<file path="config.mk">
export PLATFORM = sky130hd
export DESIGN_NAME = clkspec_ncr_mul_interleave
export DESIGN_NICKNAME = d
export VERILOG_FILES = /design/src/rtl/clkspec_ncr_mul_interleave.sv
export SDC_FILE = /design/constraint.sdc
export NUM_CORES = 1
export LEC_CHECK = 0
export CORE_ASPECT_RATIO = 1.1
export CORE_MARGIN = 2
export CORE_UTILIZATION = 30
export DETAILED_ROUTE_END_ITERATION = 12
export PLACE_DENSITY_LB_ADDON = 0.2
export SLEW_MARGIN = 20
export SYNTH_ARGS = -nofsm -noshare
export SYNTH_HDL_FRONTEND = slang
export SYNTH_SLANG_ARGS = --single-unit
</file>
<file path="constraint.sdc">
create_clock -name clk -period 5.3 [get_ports clk]
set_clock_uncertainty 0.1 [all_clocks]
set_input_delay 0.795 -clock clk [delete_from_list [all_inputs] [get_ports clk]]
set_output_delay 0.795 -clock clk [all_outputs]
set_load 0.01 [all_outputs]
</file>
<file path="src/rtl/clkspec_ncr_mul_interleave.sv">
// N-way time-interleaved multiplier: a round-robin slot pointer demuxes operands into lanes and merges lane products back.
// Optional saturating result counter enabled by defining CLKSPEC_NCR_MUL_CNT_EN.
module clkspec_ncr_mul_interleave #(
    parameter  int WIDTH  = 8,
    parameter  int LANES  = 4,
    parameter  int SIGNED = 0,
    localparam int SW     = (LANES > 1) ? $clog2(LANES) : 1
) (
    input  logic                 clk,
    input  logic                 reset,
    input  logic                 sync_clr,
    input  logic                 in_valid,
    input  logic [WIDTH-1:0]     a,
    input  logic [WIDTH-1:0]     b,
    output logic [2*WIDTH-1:0]   dout,
    output logic                 dout_valid,
    output logic [SW-1:0]        dout_lane,
    output logic [SW-1:0]        slot
`ifdef CLKSPEC_NCR_MUL_CNT_EN
    ,
    output logic [15:0]          result_cnt
`endif
);

    logic [SW-1:0]        r_slot;
    logic [SW-1:0]        w_slot_next;
    logic [2*WIDTH-1:0]   r_dout;
    logic                 r_dout_valid;
    logic [SW-1:0]        r_dout_lane;
    logic [LANES-1:0]     w_lane_valid;
    logic [2*WIDTH-1:0]   w_prod [LANES];

    assign w_slot_next = (LANES == 1 || r_slot == SW'(LANES - 1)) ? '0 : r_slot + SW'(1);

    generate
        for (genvar gi = 0; gi < LANES; gi++) begin : g_lane
            logic [WIDTH-1:0]   r_a;
            logic [WIDTH-1:0]   r_b;
            logic               r_v;
            logic [2*WIDTH-1:0] w_ext_a;
            logic [2*WIDTH-1:0] w_ext_b;

            // Extending to the full product width makes a truncated 2W-bit multiply exact for both signednesses.
            assign w_ext_a = (SIGNED != 0) ? {{WIDTH{r_a[WIDTH-1]}}, r_a} : {{WIDTH{1'b0}}, r_a};
            assign w_ext_b = (SIGNED != 0) ? {{WIDTH{r_b[WIDTH-1]}}, r_b} : {{WIDTH{1'b0}}, r_b};
            // Multicycle path: operands are stable for LANES cycles before this product is sampled.
            assign w_prod[gi]       = w_ext_a * w_ext_b;
            assign w_lane_valid[gi] = r_v;

            always_ff @(posedge clk or posedge reset) begin
                if (reset) begin
                    r_a <= '0;
                    r_b <= '0;
                    r_v <= 1'b0;
                end else if (sync_clr) begin
                    r_v <= 1'b0;
                end else if (r_slot == SW'(gi)) begin
                    r_a <= a;
                    r_b <= b;
                    r_v <= in_valid;
                end
            end
        end
    endgenerate

    always_ff @(posedge clk or posedge reset) begin
        if (reset) begin
            r_slot       <= '0;
            r_dout       <= '0;
            r_dout_valid <= 1'b0;
            r_dout_lane  <= '0;
        end else if (sync_clr) begin
            r_slot       <= '0;
            r_dout_valid <= 1'b0;
        end else begin
            r_slot       <= w_slot_next;
            r_dout_valid <= w_lane_valid[r_slot];
            r_dout_lane  <= r_slot;
            if (w_lane_valid[r_slot]) begin
                r_dout <= w_prod[r_slot];
            end
        end
    end

    assign dout       = r_dout;
    assign dout_valid = r_dout_valid;
    assign dout_lane  = r_dout_lane;
    assign slot       = r_slot;

`ifdef CLKSPEC_NCR_MUL_CNT_EN
    logic [15:0] r_result_cnt;

    always_ff @(posedge clk or posedge reset) begin
        if (reset) begin
            r_result_cnt <= '0;
        end else if (sync_clr) begin
            r_result_cnt <= '0;
        end else if (r_dout_valid && r_result_cnt != 16'hFFFF) begin
            r_result_cnt <= r_result_cnt + 16'd1;
        end
    end

    assign result_cnt = r_result_cnt;
`endif

endmodule

</file>
# Yosys cells after proc, flatten, opt, wreduce, memory -nomap -nowiden
# Index checks and enable logic that the tools add are counted.
# W data, S select, Z words.
[word_totals] reg_bits=89 latchBits=0 ram_bits=0 romBits=0 in_bits=20 n_memories=0
[op_classes] n_addsub=1 multipliers=4 div=0 magnitude_cmp=2 n_eq_ne=3 shift=0 muxes=16 bitwise=2 n_reduce_logical=10
[op_table] cell="$mul A8 B8 Y16" count=4
[op_table] cell="$bmux W16 S2" count=1
[op_table] cell="$mux W16" count=2
[op_table] cell="$mux W1" count=10
[op_table] cell="$reduce_and A2 Y1" count=5
[op_table] cell="$reduce_bool A2 Y1" count=4
[op_table] cell="$eq A2 B2 Y1 const B" count=2
[op_table] cell="$mux W2" count=2
[op_table] cell="$ge A3 B3 Y1 const B" count=1
[op_table] cell="$lt A2 B3 Y1 const B" count=1
[op_table] cell="$not A2 Y3" count=1
[op_table] cell="$add A2 B1 Y2 const B" count=1
[op_table] cell="$bmux W1 S2" count=1
[op_table] cell="$eq A2 B1 Y1 const B" count=1
[op_table] cell="$logic_not A2 Y1" count=1
[op_table] cell="$not A1 Y1" count=1

# Longest topological paths before layout
# Gate-level depths: netlist of run 1.
[depth] word_depth=4 mapped_depth=18 mapped_depth_nobuf=18

# Worst setup path before layout of run 1
# Ideal clock, no wire load.
[synth_timing] path_kind="reg2reg" from="register g_lane[3].r_a[5]" to="register r_dout[12], in the netlist dout[12]" setup_time_ns=0.120 arrival_ns=4.230 path_slack_ns=0.849 stages_incl_launch_ff=18 path_buffers=0 synth_period_minus_slack_ns=4.451 path_cell_list="dfrtp_1 nand2_1 fa_1 fa_1 inv_1 fa_1 inv_1 fa_1 inv_1 ha_1 o21a_1 o21ai_0 a21oi_2 a311o_1 xor2_1 a211oi_1 o21ai_1 o211a_1"
[synth_between] elab_chain_len=4
[synth_rtl] element="start: declaration" line="37" source="logic [WIDTH-1:0] r_a;"
[synth_rtl] element="start signal: assignment" line="52" source="r_a <= '0;"
[synth_rtl] element="start signal: assignment" line="58" source="r_a <= a;"
[synth_rtl] element="$mul A8 B8 Y16" line="47" source="assign w_prod[gi] = w_ext_a * w_ext_b;"
[synth_rtl] element="$bmux W16 S2" line="80" source="r_dout <= w_prod[r_slot];"
[synth_rtl] element="$mux W16 (not written as such) (2 in a row)" line="80"
[synth_rtl] element="end signal: assignment" line="80"
[synth_rtl] element="end: declaration" line="27" source="logic [2*WIDTH-1:0] r_dout;"
# No other way between the ends. The select of a mux whose other input is x is not followed.
# A chain may end at the register's enable or synchronous reset.

# Final worst setup path of run 1
[layout_timing] from="register g_lane[0].r_a[5]" to="register r_dout[15], in the netlist dout[15]"
[layout_between] elab_chain_len=4
[layout_rtl] element="start: declaration" line="37"
[layout_rtl] element="start signal: assignment" line="52"
[layout_rtl] element="start signal: assignment" line="58"
[layout_rtl] element="$mul A8 B8 Y16" line="47"
[layout_rtl] element="$bmux W16 S2" line="80"
[layout_rtl] element="$mux W16 (not written as such) (2 in a row)" line="80"
# No other way between the ends. The select of a mux whose other input is x is not followed.

==> results of run 1 <==
==> metal layers <==
metal	part of all wire, %	routed length [um]	vias to the layer above
li1	-	-	3973
met1	48	15500	4126
met2	46	14700	114
met3	4.2	1350	35
met4	2.2	704	0
met5	0	0	-
==> synth_stat cells (6+ instances only) <==
master,number
and2_1,204
inv_1,190
ha_1,148
fa_1,144
dfrtp_1,89
nand2_1,88
mux2_2,64
nor2_1,32
a21oi_1,26
xor2_1,22
xnor2_1,20
o21ai_0,18
a21o_1,14
clkbuf_1,14
o21a_1,12
nor2b_1,11
mux4_2,10
nor3_1,9
nand2b_1,7
o21ai_1,7
a31oi_1,6
mux2i_1,6
==> through the flow <==
stage	hold WS [ns]	std cells	cell area [um^2]	setup WS, ns	utilization, %
final	0.363	1759	13400	0.354	34.0
after global routing	0.402	1759	13400	0.0420	34.0
after CTS	0.374	1759	13400	0.0838	34.0
after detailed placement	0.358	1743	13100	0.0809	33.2
after global placement	0.358	1742	13000	0.115	33.1
after floorplan	0.378	1204	12000	0.849	-
==> registers in the layout, summed over array words and instances (netlist names) <==
name / cells
slot: 2
g_lane.r_b: 32
g_lane.r_a: 32
dout_valid: 1
dout: 16
g_lane.r_v: 4
dout_lane: 2
==> kinds of logic (layout without fill, tap and decap cells) <==
family,Yosys count,after routing
AOI/OAI and AO/OA,125,125
adders and majority gates,292,292
and+or+nand+nor,366,366
muxes,80,80
DFF,89,89
buffers and inverters,210,258
xor gates and xnor gates,42,42
==> final timing paths <==
kind,start,cells after the start,to
max,g_lane[0].r_a[5]$_DFFE_PP0P_,16,dout[15]$_DFFE_PP0P_
min,dout[7]$_DFFE_PP0P_,2,dout[7]$_DFFE_PP0P_
max reg2reg,g_lane[0].r_a[5]$_DFFE_PP0P_,16,dout[15]$_DFFE_PP0P_
min reg2reg,dout[7]$_DFFE_PP0P_,2,dout[7]$_DFFE_PP0P_
max in group asynchronous,reset,3,dout[8]$_DFFE_PP0P_
min in group asynchronous,reset,2,dout_lane[1]$_DFFE_PP0N_
==> worst register-to-register path, cell delays in order, from the launching register on <==
cell and delay, ns:
dfrtp_1 0.52, nand2_1 0.13, fa_1 0.52, fa_1 0.55
inv_1 0.05, fa_1 0.47, inv_1 0.05, fa_1 0.47
inv_1 0.04, ha_1 0.38, a21oi_1 0.14, a311oi_2 0.44
a221oi_2 0.11, xnor2_1 0.19, a31oi_1 0.29, o311ai_1 0.17
a221oi_2 0.24
==> cell type report <==
type / instances / area, um^2
clock buffers: 10 / 229
clock inverters: 6 / 90.1
fillers: 4117 / 26000
inverters: 191 / 719
multi-input cells: 905 / 8990
flip-flops and latches: 89 / 2230
well taps: 507 / 634
repair buffers: 51 / 490
==> impl_metrics.toml, run 1 <==
[global_route]
grtUsageTotal_pct = 16.7
grt-ovfl-total = 0
grt.met1_usage_pct = 22.6
met2_usage_pct = 27.8
grt_start_max_net_pins = 66
grt_pass1_wl_um = 52900
grt_pass1_vias = 9130
met3_usage_pct = 3.00
antenna_found_initial = 1
top_usage_layer = "met2"

[clock_tree]
htree_levels = 3
hold_buffers = 0
path_clk_slew_ns = 0.08
ctsRootBufferMaster = "clkbuf_16"
cts_tree = "yes"
clock-sinks = 89
insertion_delay_ns = 0.37
post_cts_buffers = 0
cts-buffers-inserted = 9
cts_resized = 0
clock_path_buffers = 2

[timing]
grt_setup_unrepaired = "no"
slew_headroom_pct = 36.3
worst_pin_slew_ns = 0.955
final_hold_viol_count = 0
fin_tns_setup_ns = 0
max_freq_mhz = 202
finalCriticalPeriod_ns = 4.95
setup_viol = 0
period_share_pct = 93.3
finalMaxSlewViolations = 0

[synth]
yosys_warnings = 0
synth_cell_types = 57
synth_flop_cell = "dfrtp_1"
synthArstFlopShare_pct = 100
synth_edf_count = 0
synthMuxAreaShare_pct = 8.38
synthSimpleGateAreaFrac_pct = 16.6
synth_xor_area_share_pct = 3.06
yosys_register_bits = 89
synth_top_area_share_pct = 24.0
yosysSeqAreaShare_pct = 18.5
synth_area_leader_cell = "fa_1"
synth_fa_ha_area_share_pct = 39.4
synth.avg_cell_area_um2 = 9.98
synthCells = 1204
syn_area_um2 = 12000
syn-num-nets = 1516
synth_top_family_by_area = "adder cells"
synth_compound_area_share_pct = 7.34
synthTopCellsByArea = "fa_1 24%, dfrtp_1 19%, ha_1 15%, and2_1 11%, mux2_2 6.0%"

[setup_path]
cp-end-kind = "flip-flop"
crit_path_cell_trace = "nand2_1 > fa_1 > fa_1 > inv_1 > fa_1 > inv_1 > fa_1 > inv_1 > ha_1 > a21oi_1 > a311oi_2 > a221oi_2 > xnor2_1 > a31oi_1 > o311ai_1 > a221oi_2"
reg2reg_slack_ns = 0.35
crit_top_cell = "fa_1"
cpPeakStageDelay_ns = 0.55
critical_path.top_delay_family = "adder cells"
crit_arrival_ns = 5.13
crit_required_ns = 5.48
crit_fanout = 9
critPathBufInv = 3
path_class = "reg -> reg"
critPathSlowestCell = "fa_1"
start_kind = "flip-flop"

[route]
dr.pass1.iters = 4
drc_errors = 0
vias_per_cell = 4.69
wl_um = 32300
vias = 8248
wire_per_inst_um = 18.4
ant_nets = 0
drtIter0Drc = 396

[placement]
dpl.hpwl_um = 26100
gp_congestion = 0.840
io_buffer_count = 40

[outcome]
outcome = "completed"

[floorplanning]
start_util_pct = 30.5
ios = 41
core_um2 = 39400
floorplan.die_area_um2 = 41700
die_width_um = 195
fp-row-count = 76
die_y_um = 214

[layout]
final_common_cell = "and2_1"
drive_gt1_share_pct = 9.27
diodes = 0
final_cell_mix = "204 x and2_1, 189 x inv_1, 148 x ha_1, 144 x fa_1, 89 x dfrtp_1"
final_nets = 1559
area_growth_pct = 11.4

[min_path]
min_path_type = "reg -> reg"

[job]
drv_cap = 0
Power of run 1 is not shown: default switching activity piles up to over one toggle a cycle in this logic, so the estimate is an artifact.
==> run 2: changes to the inputs <==
SETUP_SLACK_MARGIN = 0.1   (was default)
==> impl_metrics.toml, run 2 (synthesized netlist as in run 1, its figures left out) <==
[outcome]
outcome = "completed"

[clock_tree]
clock_path_buffers = 2
insertion_delay_ns = 0.37
cts_tree = "yes"
post_cts_buffers = 0
cts-buffers-inserted = 9
htree_levels = 3
path_clk_slew_ns = 0.08
clock-sinks = 89
hold_buffers = 0
ctsRootBufferMaster = "clkbuf_16"

[global_route]
grtUsageTotal_pct = 16.7
antenna_found_initial = 1
grt_start_max_net_pins = 66
grt_pass1_vias = 9131
grt-ovfl-total = 0
grt_pass1_wl_um = 52900

[timing]
finalMaxSlewViolations = 0
slew_headroom_pct = 37.2
fin_tns_setup_ns = 0
period_share_pct = 91.9
setup_viol = 0
grt_setup_unrepaired = "no"
worst_pin_slew_ns = 0.942
max_freq_mhz = 205
finalCriticalPeriod_ns = 4.87
final_hold_viol_count = 0

[layout]
area_growth_pct = 11.7
nFillCells = 4112
final_common_cell = "and2_1"
drive_gt1_share_pct = 9.74
final_cell_mix = "204 x and2_1, 189 x inv_1, 148 x ha_1, 144 x fa_1, 88 x nand2_1"
diodes = 0
final_nets = 1559

[floorplanning]
die_y_um = 214
ios = 41
fp-row-count = 76
core_um2 = 39400
floorplan.die_area_um2 = 41700
start_util_pct = 30.5
die_width_um = 195

[route]
wl_um = 32300
drtIter0Drc = 368
ant_nets = 0
wire_per_inst_um = 18.3
vias_per_cell = 4.69
vias = 8250
drc_errors = 0
dr.pass1.iters = 5

[setup_path]
crit_path_cell_trace = "and2_1 > fa_1 > fa_1 > fa_1 > inv_1 > fa_1 > inv_1 > ha_1 > o21a_1 > nor2_1 > a311oi_4 > a221oi_2 > xnor2_1 > a31oi_1 > o311ai_1 > a221oi_2"
path_class = "reg -> reg"
crit_arrival_ns = 5.05
reg2reg_depth = 16
critPathBufInv = 2
reg2reg_to = "dout[15]$_DFFE_PP0P_"
reg2reg_from = "g_lane[0].r_b[3]$_DFFE_PP0P_"
crit_fanout = 9
critical_path.top_delay_family = "adder cells"
crit_top_cell = "fa_1"
start_kind = "flip-flop"
cpPeakStageDelay_ns = 0.51
cp-end-kind = "flip-flop"
crit_required_ns = 5.48
reg2reg_slack_ns = 0.43
critPathSlowestCell = "fa_1"

[min_path]
whs_endpoint = "dout[7]$_DFFE_PP0P_"
hold_path_depth = 2
holdCritStartpoint = "dout[7]$_DFFE_PP0P_"
min_path_type = "reg -> reg"

[job]
drv_cap = 0

[placement]
gp_congestion = 0.840
io_buffer_count = 40
dpl.hpwl_um = 26100
[run 2: timing repair]
action / 4_1_cts / 5_1_grt
setup endpoints to repair: 1 / 2
pin swaps: 0 / 1
gates resized for setup: 1 / 8
[run 2: how the worst max path moves through the flow]
stage	from	slack, ns	endpoint	cells after the start
after floorplan	g_lane[3].r_a[5]$_DFFE_PP0P_	0.85	dout[12]$_DFFE_PP0P_	17
after global placement	g_lane[0].r_a[5]$_DFFE_PP0P_	0.12	dout[11]$_DFFE_PP0P_	16
after detailed placement	g_lane[0].r_a[5]$_DFFE_PP0P_	0.08	dout[11]$_DFFE_PP0P_	16
after CTS	g_lane[0].r_a[5]$_DFFE_PP0P_	0.23	dout[11]$_DFFE_PP0P_	16
after global routing	g_lane[3].r_a[5]$_DFFE_PP0P_	0.12	dout[15]$_DFFE_PP0P_	17
final	g_lane[0].r_b[3]$_DFFE_PP0P_	0.43	dout[15]$_DFFE_PP0P_	16
[run 2: metal layers]
layer | track usage, % | part of all wire, % | up-vias
met3 | 3.00 | 4.8 | 33
li1 | - | - | 3974
met2 | 27.8 | 46 | 126
met5 | 0 | 0 | -
met1 | 22.6 | 47 | 4117
met4 | 4.37 | 2.1 | 0
[run 2: per-stage QoR]
step	area, um^2	utilization [%]	instances	hold WS [ns]	worst slack (ns)
final	13400	34.1	1759	0.363	0.430
after global routing	13400	34.1	1759	0.402	0.115
after CTS	13400	34.0	1759	0.374	0.231
after detailed placement	13100	33.2	1743	0.358	0.0809
after global placement	13000	33.1	1742	0.358	0.115
after floorplan	12000	-	1204	0.378	0.849
[run 2: worst reg2reg max path: stages, from the launching register on]
cell,delay [ns]
dfrtp_1,0.48
and2_1,0.22
fa_1,0.48
fa_1,0.51
fa_1,0.49
inv_1,0.05
fa_1,0.47
inv_1,0.04
ha_1,0.31
o21a_1,0.20
nor2_1,0.24
a311oi_4,0.09
a221oi_2,0.27
xnor2_1,0.15
a31oi_1,0.29
o311ai_1,0.17
a221oi_2,0.24
[run 2: layout make-up]
| cell class | instances | area, um^2 | area share (%) |
|---|---|---|---|
| multi-input combinational | 905 | 9020 | 67.2 |
| tap | 507 | 634 | 4.73 |
| sequential | 89 | 2230 | 16.6 |
| timing repair buffer | 51 | 490 | 3.66 |
| inverter | 191 | 719 | 5.36 |
| clock buffer | 10 | 229 | 1.71 |
| clock inverter | 6 | 90.1 | 0.672 |
Power of run 2 is left out for the same reason.
